## src/rtl/axi_req_arbiter.sv

```systemverilog
// Round-robin front end that shares the single-port AXI master between fetch and data requesters.
// Commands are latched at grant; a flush squashes a fetch result but never aborts the bus transfer.
module axi_req_arbiter #(
  parameter int unsigned ADDR_W  = 32,
  parameter int unsigned DATA_W  = 32,
  parameter logic [3:0]  ID_INST = 4'd0,
  parameter logic [3:0]  ID_DATA = 4'd1
) (
  input  logic              aclk,
  input  logic              aresetn,
  input  logic              flush_i,
  input  logic              inst_req_i,
  input  logic [ADDR_W-1:0] inst_addr_i,
  output logic              inst_done_o,
  output logic [DATA_W-1:0] inst_rdata_o,
  input  logic              data_req_i,
  input  logic [ADDR_W-1:0] data_addr_i,
  input  logic              data_we_i,
  input  logic [DATA_W-1:0] data_wdata_i,
  input  logic [3:0]        data_sel_i,
  output logic              data_done_o,
  output logic [DATA_W-1:0] data_rdata_o,
  output logic              m_ce_o,
  output logic [ADDR_W-1:0] m_addr_o,
  output logic              m_we_o,
  output logic [DATA_W-1:0] m_wdata_o,
  output logic [3:0]        m_sel_o,
  output logic [3:0]        m_id_o,
  input  logic              m_stall_i,
  input  logic [DATA_W-1:0] m_rdata_i
);

  typedef enum logic [1:0] {StIdle, StBusyI, StBusyD} state_e;

  state_e              state_q, state_d;
  logic [ADDR_W-1:0]   addr_q, addr_d;
  logic                we_q, we_d;
  logic [DATA_W-1:0]   wdata_q, wdata_d;
  logic [3:0]          sel_q, sel_d;
  logic                last_data_q, last_data_d;
  logic                squash_q, squash_d;
  logic                inst_done_q, inst_done_d;
  logic [DATA_W-1:0]   inst_rdata_q, inst_rdata_d;
  logic                data_done_q, data_done_d;
  logic [DATA_W-1:0]   data_rdata_q, data_rdata_d;
  logic                inst_elig, data_elig;

  // A request seen in its own done cycle is the tail of the finished one, not a new request.
  assign inst_elig = inst_req_i & ~inst_done_q & ~flush_i;
  assign data_elig = data_req_i & ~data_done_q;

  always_comb begin
    state_d      = state_q;
    addr_d       = addr_q;
    we_d         = we_q;
    wdata_d      = wdata_q;
    sel_d        = sel_q;
    last_data_d  = last_data_q;
    squash_d     = squash_q;
    inst_done_d  = 1'b0;
    inst_rdata_d = inst_rdata_q;
    data_done_d  = 1'b0;
    data_rdata_d = data_rdata_q;
    unique case (state_q)
      StIdle: begin
        if (inst_elig && (!data_elig || last_data_q)) begin
          state_d     = StBusyI;
          addr_d      = inst_addr_i;
          we_d        = 1'b0;
          wdata_d     = '0;
          sel_d       = 4'hF;
          last_data_d = 1'b0;
          squash_d    = 1'b0;
        end else if (data_elig) begin
          state_d     = StBusyD;
          addr_d      = data_addr_i;
          we_d        = data_we_i;
          wdata_d     = data_wdata_i;
          sel_d       = data_sel_i;
          last_data_d = 1'b1;
        end
      end
      StBusyI: begin
        if (!m_stall_i) begin
          state_d  = StIdle;
          squash_d = 1'b0;
          if (!squash_q && !flush_i) begin
            inst_done_d  = 1'b1;
            inst_rdata_d = m_rdata_i;
          end
        end else if (flush_i) begin
          squash_d = 1'b1;
        end
      end
      StBusyD: begin
        if (!m_stall_i) begin
          state_d      = StIdle;
          data_done_d  = 1'b1;
          data_rdata_d = m_rdata_i;
        end
      end
      default: state_d = StIdle;
    endcase
  end

  always_ff @(posedge aclk) begin
    if (!aresetn) begin
      state_q      <= StIdle;
      addr_q       <= '0;
      we_q         <= 1'b0;
      wdata_q      <= '0;
      sel_q        <= '0;
      last_data_q  <= 1'b1;
      squash_q     <= 1'b0;
      inst_done_q  <= 1'b0;
      inst_rdata_q <= '0;
      data_done_q  <= 1'b0;
      data_rdata_q <= '0;
    end else begin
      state_q      <= state_d;
      addr_q       <= addr_d;
      we_q         <= we_d;
      wdata_q      <= wdata_d;
      sel_q        <= sel_d;
      last_data_q  <= last_data_d;
      squash_q     <= squash_d;
      inst_done_q  <= inst_done_d;
      inst_rdata_q <= inst_rdata_d;
      data_done_q  <= data_done_d;
      data_rdata_q <= data_rdata_d;
    end
  end

  always_comb begin
    m_ce_o    = 1'b0;
    m_addr_o  = '0;
    m_we_o    = 1'b0;
    m_wdata_o = '0;
    m_sel_o   = '0;
    m_id_o    = '0;
    if (state_q != StIdle) begin
      m_ce_o    = 1'b1;
      m_addr_o  = addr_q;
      m_we_o    = we_q;
      m_wdata_o = wdata_q;
      m_sel_o   = sel_q;
      m_id_o    = (state_q == StBusyI) ? ID_INST : ID_DATA;
    end
  end

  assign inst_done_o  = inst_done_q;
  assign inst_rdata_o = inst_rdata_q;
  assign data_done_o  = data_done_q;
  assign data_rdata_o = data_rdata_q;

endmodule

```

## config.mk

```make
export PLATFORM = sky130hd
export DESIGN_NAME = axi_req_arbiter
export DESIGN_NICKNAME = d
export VERILOG_FILES = /design/src/rtl/axi_req_arbiter.sv
export SDC_FILE = /design/constraint.sdc
export NUM_CORES = 1
export LEC_CHECK = 0
export CORE_UTILIZATION = 35
export DETAILED_ROUTE_END_ITERATION = 6
export PLACE_DENSITY = 0.74
export SLEW_MARGIN = 20
export SYNTH_ARGS = -nofsm -noshare
export SYNTH_HDL_FRONTEND = slang
export SYNTH_SLANG_ARGS = --single-unit
```

## constraint.sdc

```tcl
create_clock -name aclk -period 1.6 [get_ports aclk]
set_clock_uncertainty 0.05 [all_clocks]
set_input_delay 0.32 -clock aclk [delete_from_list [all_inputs] [get_ports aclk]]
set_output_delay 0.32 -clock aclk [all_outputs]
set_load 0.01 [all_outputs]
```

; After elaboration in Yosys (flattened, before gate mapping)
; Index checks and enable logic that the tools add are counted.
[word_totals]
regBits = 139
in_bits = 139
output_inout_bits = 140
word_cells = 71
[classes]
n_eq_ne = 6
n_mux = 27
n_bitwise = 9
n_reduce_logical = 18
[op_table]
columns = cell, count
row1 = 32-bit 2-to-1 mux, 6
row2 = 1-bit 2-to-1 mux, 13
row3 = 4-bit 2-to-1 mux, 3
row4 = 2-bit AND reduction, 4
row5 = 2-bit 2-to-1 mux, 3
row6 = "3-bit != test, second input constant", 2
row7 = 1-bit inverter, 6
row8 = 3-bit AND reduction, 2
row9 = 2-bit nonzero test, 3
row10 = "2-bit != test, second input constant", 2
row11 = 2-bit one-hot mux with 2 select lines, 1
row12 = 1-bit AND, 3
row13 = 1-bit logical NOT, 3
row14 = 3-bit OR reduction, 1
row15 = "2-bit by 1-bit equality test with 1-bit output, second input constant", 1
row16 = "2-bit equality test, second input constant", 1
row17 = 1-bit logical AND, 2
row18 = 2-bit logical NOT, 1
row19 = 1-bit one-hot mux with 2 select lines, 1
row20 = 2-bit OR reduction, 1
row21 = 1-bit logical OR, 1

; Longest topological paths before layout
[logic_depth]
ltp_word = 7
mapped_depth = 8
depth_no_buf = 6

; Worst setup path after synthesis
; OpenSTA, ideal clock, no wires.
[synth_path]
path_kind = register to register
from = register state_q[0]
to = register wdata_q[23]
t_arrival_ns = 1.450
t_required_ns = 1.474
setup_slack_ns = 0.024
stages_incl_launch_ff = 9
n_path_buf = 3
period_less_slack_ns = 1.576
path_cell_list = dfxtp_1 -> inv_1 -> ha_1 -> clkbuf_1 -> o21ai_1 -> buf_2 -> buf_2 -> nand2_1 -> a21boi_0
[synth_between]
elab_chain_len = 2
[synth_lines]
columns = item, line
row1 = "start, declared", 35  ; state_e state_q, state_d;
row2 = "start signal, assigned", 108  ; state_q <= StIdle;
row3 = "start signal, assigned", 120  ; state_q <= state_d;
row4 = 2-bit logical NOT, 64  ; unique case (state_q)
row5 = 2-bit AND reduction (no source line), n/a
row6 = "end signal, assigned", 123  ; wdata_q <= wdata_d;
row7 = "end, declared", 38  ; logic [DATA_W-1:0] wdata_q, wdata_d;
; No other way between the ends.
; A chain may end at the register's enable or synchronous reset.

; Final worst setup path
[layout_path]
from = register state_q[0]
to = output m_addr_o[13]
[layout_between]
elab_chain_len = 2
[layout_lines]
columns = item, line
row1 = 2-bit nonzero test, 141  ; if (state_q != StIdle) begin
row2 = 32-bit 2-to-1 mux, 141
row3 = "end, declared", 24  ; output logic [ADDR_W-1:0] m_addr_o,
; No other way between the ends.

==> metrics.yaml <==
outcome: "complete, but fails checks"
violations: "negative setup slack"
grtUsageTotal_pct: 21.5
r2r-start: "state_q[1]"
inserted_diodes: 0
clock-sinks: 139
syn_to_final_growth_pct: 74.8
synth.distinct_cells: 30
final_critical_path_time_including_i_o_delays_and_setup_ns: 1.92
report.final.setup_viol: 183
synth.ff_latch_count: 139
fin_nets: 1183
place_area_um2: 9090
internal_dissipation_mw: 7.80
synth_top_family_by_area: "simple AND/OR/NAND/NOR gates"
post-route-drc-count: 0
detailed_place_hpwl_um: 12500
number_of_antenna_violations_at_the_first_check_in_global_routing: 0
synth_simple_gate_area_share_pct: 27.5
clkLatencyLatePin_ns: 0.41
h-tree-depth: 4
total_leakage_power_nw: 5.21
grt_setup_unrepaired: "yes"
grt_pass1_vias: 5834
critPathMaxFanout: 6
cts_root_buf: "clkbuf_16"
post_synth_inst_count: 743
number_of_design_rule_violations_left_by_the_first_detailed_router_iteration: 266
io_buffer_count: 275
synth-edff-count: 0
irDropWorstVdd_mv: 0.671
synth-main-ff-cell: "dfxtp_1"
chipWidth_um: 132
power.sequential.fraction_pct: 36.5
max-clock-path-buffers: 2
postSynthAreaPerCell_um2: 7.99
share_of_the_synthesized_area_in_compound_gates_ao_oa_aoi_oai_pct: 19.5
synthAdderAreaFrac_pct: 0.632
crit_required_ns: 1.23
hold_path_depth: 2
numCtsBuffers: 17
wl_um: 20900
grt_pass1_wl_um: 29900
worst_setup_path_startpoint: "state_q[0]"
power-per-cell-area_nw_per_um2: 1020
fp.dieArea_um2: 17500
core_um2: 16600
ys_seq_area_share_pct: 46.9
synth_area_um2: 5940
reg2reg_depth: 9
cts_tree: "built"
postSynth.asyncResetShare_pct: 0
timing.setup.critical_path_class: "register to primary output"
endpoint_kind: "primary output"
dr.pass1.iters: 4
muxShareOfSynthArea_pct: 0.169
hold_start: "aresetn"
placedCellCount: 1208
drt-wirelength-per-cell_um: 16.4
pin_count_of_the_biggest_net_entering_global_routing: 64
vias_per_cell: 4.90
timing.final.crit_share_pct: 120
area_of_all_placed_cells_without_fillers_um2: 10400
finalNonFillerCells: 1274
maxClockFrequency_mhz: 522
critPathArrivalTime_ns: 1.55
fraction_of_power_spent_switching_nets_pct: 26.2
post_synth_xor_area_fraction_pct: 0
holdCritPathClass: "input pin to register"
cp_startpoint_kind: "register"
yosysWarningCount: 0
fraction_of_layout_instances_using_a_drive_strength_above_1_pct: 19.0
dp_slack_ns: -0.445
finalHoldWorstSlack_ns: 0.195
setup_ws_ns: -0.317
detail_route_antenna_nets: 0
p_sw_mw: 2.76
boundaryPins: 279
die_height_um: 132
worst_setup_hold_path_clk_slew_ns: 0.06
floorplan.rows: 47
initial_utilization_pct: 35.8
clock_power_share_pct: 39.6
pwr-share-comb_pct: 23.9
finalMaxSlewViolations: 0
cap_viol_max_count: 0
routability_congestion: 0.795
grt_overflow_total: 0
routed-via-count: 6242
hold_viol_final: 0
## worst paths after layout
kind	endpoint	slack, ns
max reg2reg	addr_q[27]	-0.24
min	last_data_q	0.19
max	m_addr_o[13]	-0.32
min reg2reg	wdata_q[6]	0.39
## cells by family after synthesis
group | after synthesis
mux | 1
other cells | 1
fa+ha+maj | 3
buf+inv | 69
compound gates | 170
simple gates | 360
flops | 139
## cell usage after synthesis, types with 2 or more instances
cell / count / area (um^2)
and2_1: 2 / 12.5
buf_2: 18 / 90.1
nand3_1: 36 / 180
ha_1: 3 / 37.5
a31oi_1: 32 / 200
a21boi_1: 18 / 135
nor3_1: 4 / 20.0
inv_1: 3 / 11.3
buf_4: 9 / 67.6
nand2_1: 231 / 867
nand2b_1: 3 / 18.8
a21boi_0: 79 / 593
o21a_1: 2 / 15.0
buf_1: 2 / 7.51
nor2_1: 5 / 18.8
dfxtp_1: 139 / 2780
o21ai_1: 4 / 20.0
o21ai_0: 31 / 155
clkbuf_1: 37 / 139
nor2b_1: 72 / 450
nor3b_1: 4 / 30.0
## through the flow
step           power [mW]  util [%]  setup TNS (ns)
6_report             10.6      62.6          -30.53
5_1_grt              11.0      62.6          -45.50
4_1_cts              10.3      58.3          -30.27
3_5_place_dp         5.93      54.8          -53.99
3_3_place_gp         5.90      54.8          -47.44
2_1_floorplan        4.85         -               0
## power by group through the flow
stage,sequential [mW],combinational (mW),clock (mW)
finish,3.86,2.52,4.19
global route,3.88,2.70,4.45
CTS,3.85,2.17,4.27
detailed placement,3.92,2.01,0
global placement,3.91,1.99,0
floorplan,3.92,0.938,0
## metal layers
metal	up-vias	global-route usage [%]	routed length [um]
met5	-	0	0
met4	0	8.81	571
met3	46	6.61	1410
met2	228	36.5	10400
met1	2914	25.2	8570
li1	3054	-	-
## timing repair
item / 4_1_cts / 5_1_grt
hold buffers: 0 / 0
endpoints found under the setup margin: 241 / 271
gates cloned: 3 / 14
buffers inserted: 5 / 13
gates resized for setup: 301 / 165
hold endpoints to repair: 0 / 0
pin swaps: 0 / 5
## critical path: stages (launching register included)
cell and delay [ns]:
dfxtp_2 0.33, inv_2 0.05, ha_4 0.20, buf_12 0.15
buf_16 0.14, nor2b_1 0.12, buf_2 0.15
## sequential cells by signal (all words and copies together), names as in the netlist
| register | cells |
|---|---|
| wdata_q | 32 |
| sel_q | 4 |
| state_q | 2 |
| last_data_q | 1 |
| inst_done_o | 1 |
| inst_rdata_o | 32 |
| we_q | 1 |
| squash_q | 1 |
| addr_q | 32 |
| data_done_o | 1 |
| data_rdata_o | 32 |
## area by class of cell
class                      count  area (um^2)
clock inverter                11          168
timing repair buffer         343         3650
multi-input combinational    537         3030
clock buffer                  21          460
inverter                       3         13.8
fill                        1456         6200
sequential                   139         2790
tap                          220          275
## cells in the final DEF (no fill, tap or decap), types with 25 or more instances in the layout
| cell | n |
|---|---|
| buf_4 | 25 |
| nand2_1 | 230 |
| buf_2 | 59 |
| dlymetal6s2s_1 | 67 |
| nor2b_1 | 58 |
| a21boi_0 | 27 |
| a31oi_1 | 32 |
| dfxtp_1 | 137 |
| nand3_1 | 36 |
| o21ai_0 | 30 |
| clkbuf_16 | 28 |
| clkdlybuf4s50_1 | 136 |
| a21boi_1 | 69 |
Note: power is estimated with default switching activity, not from simulation.
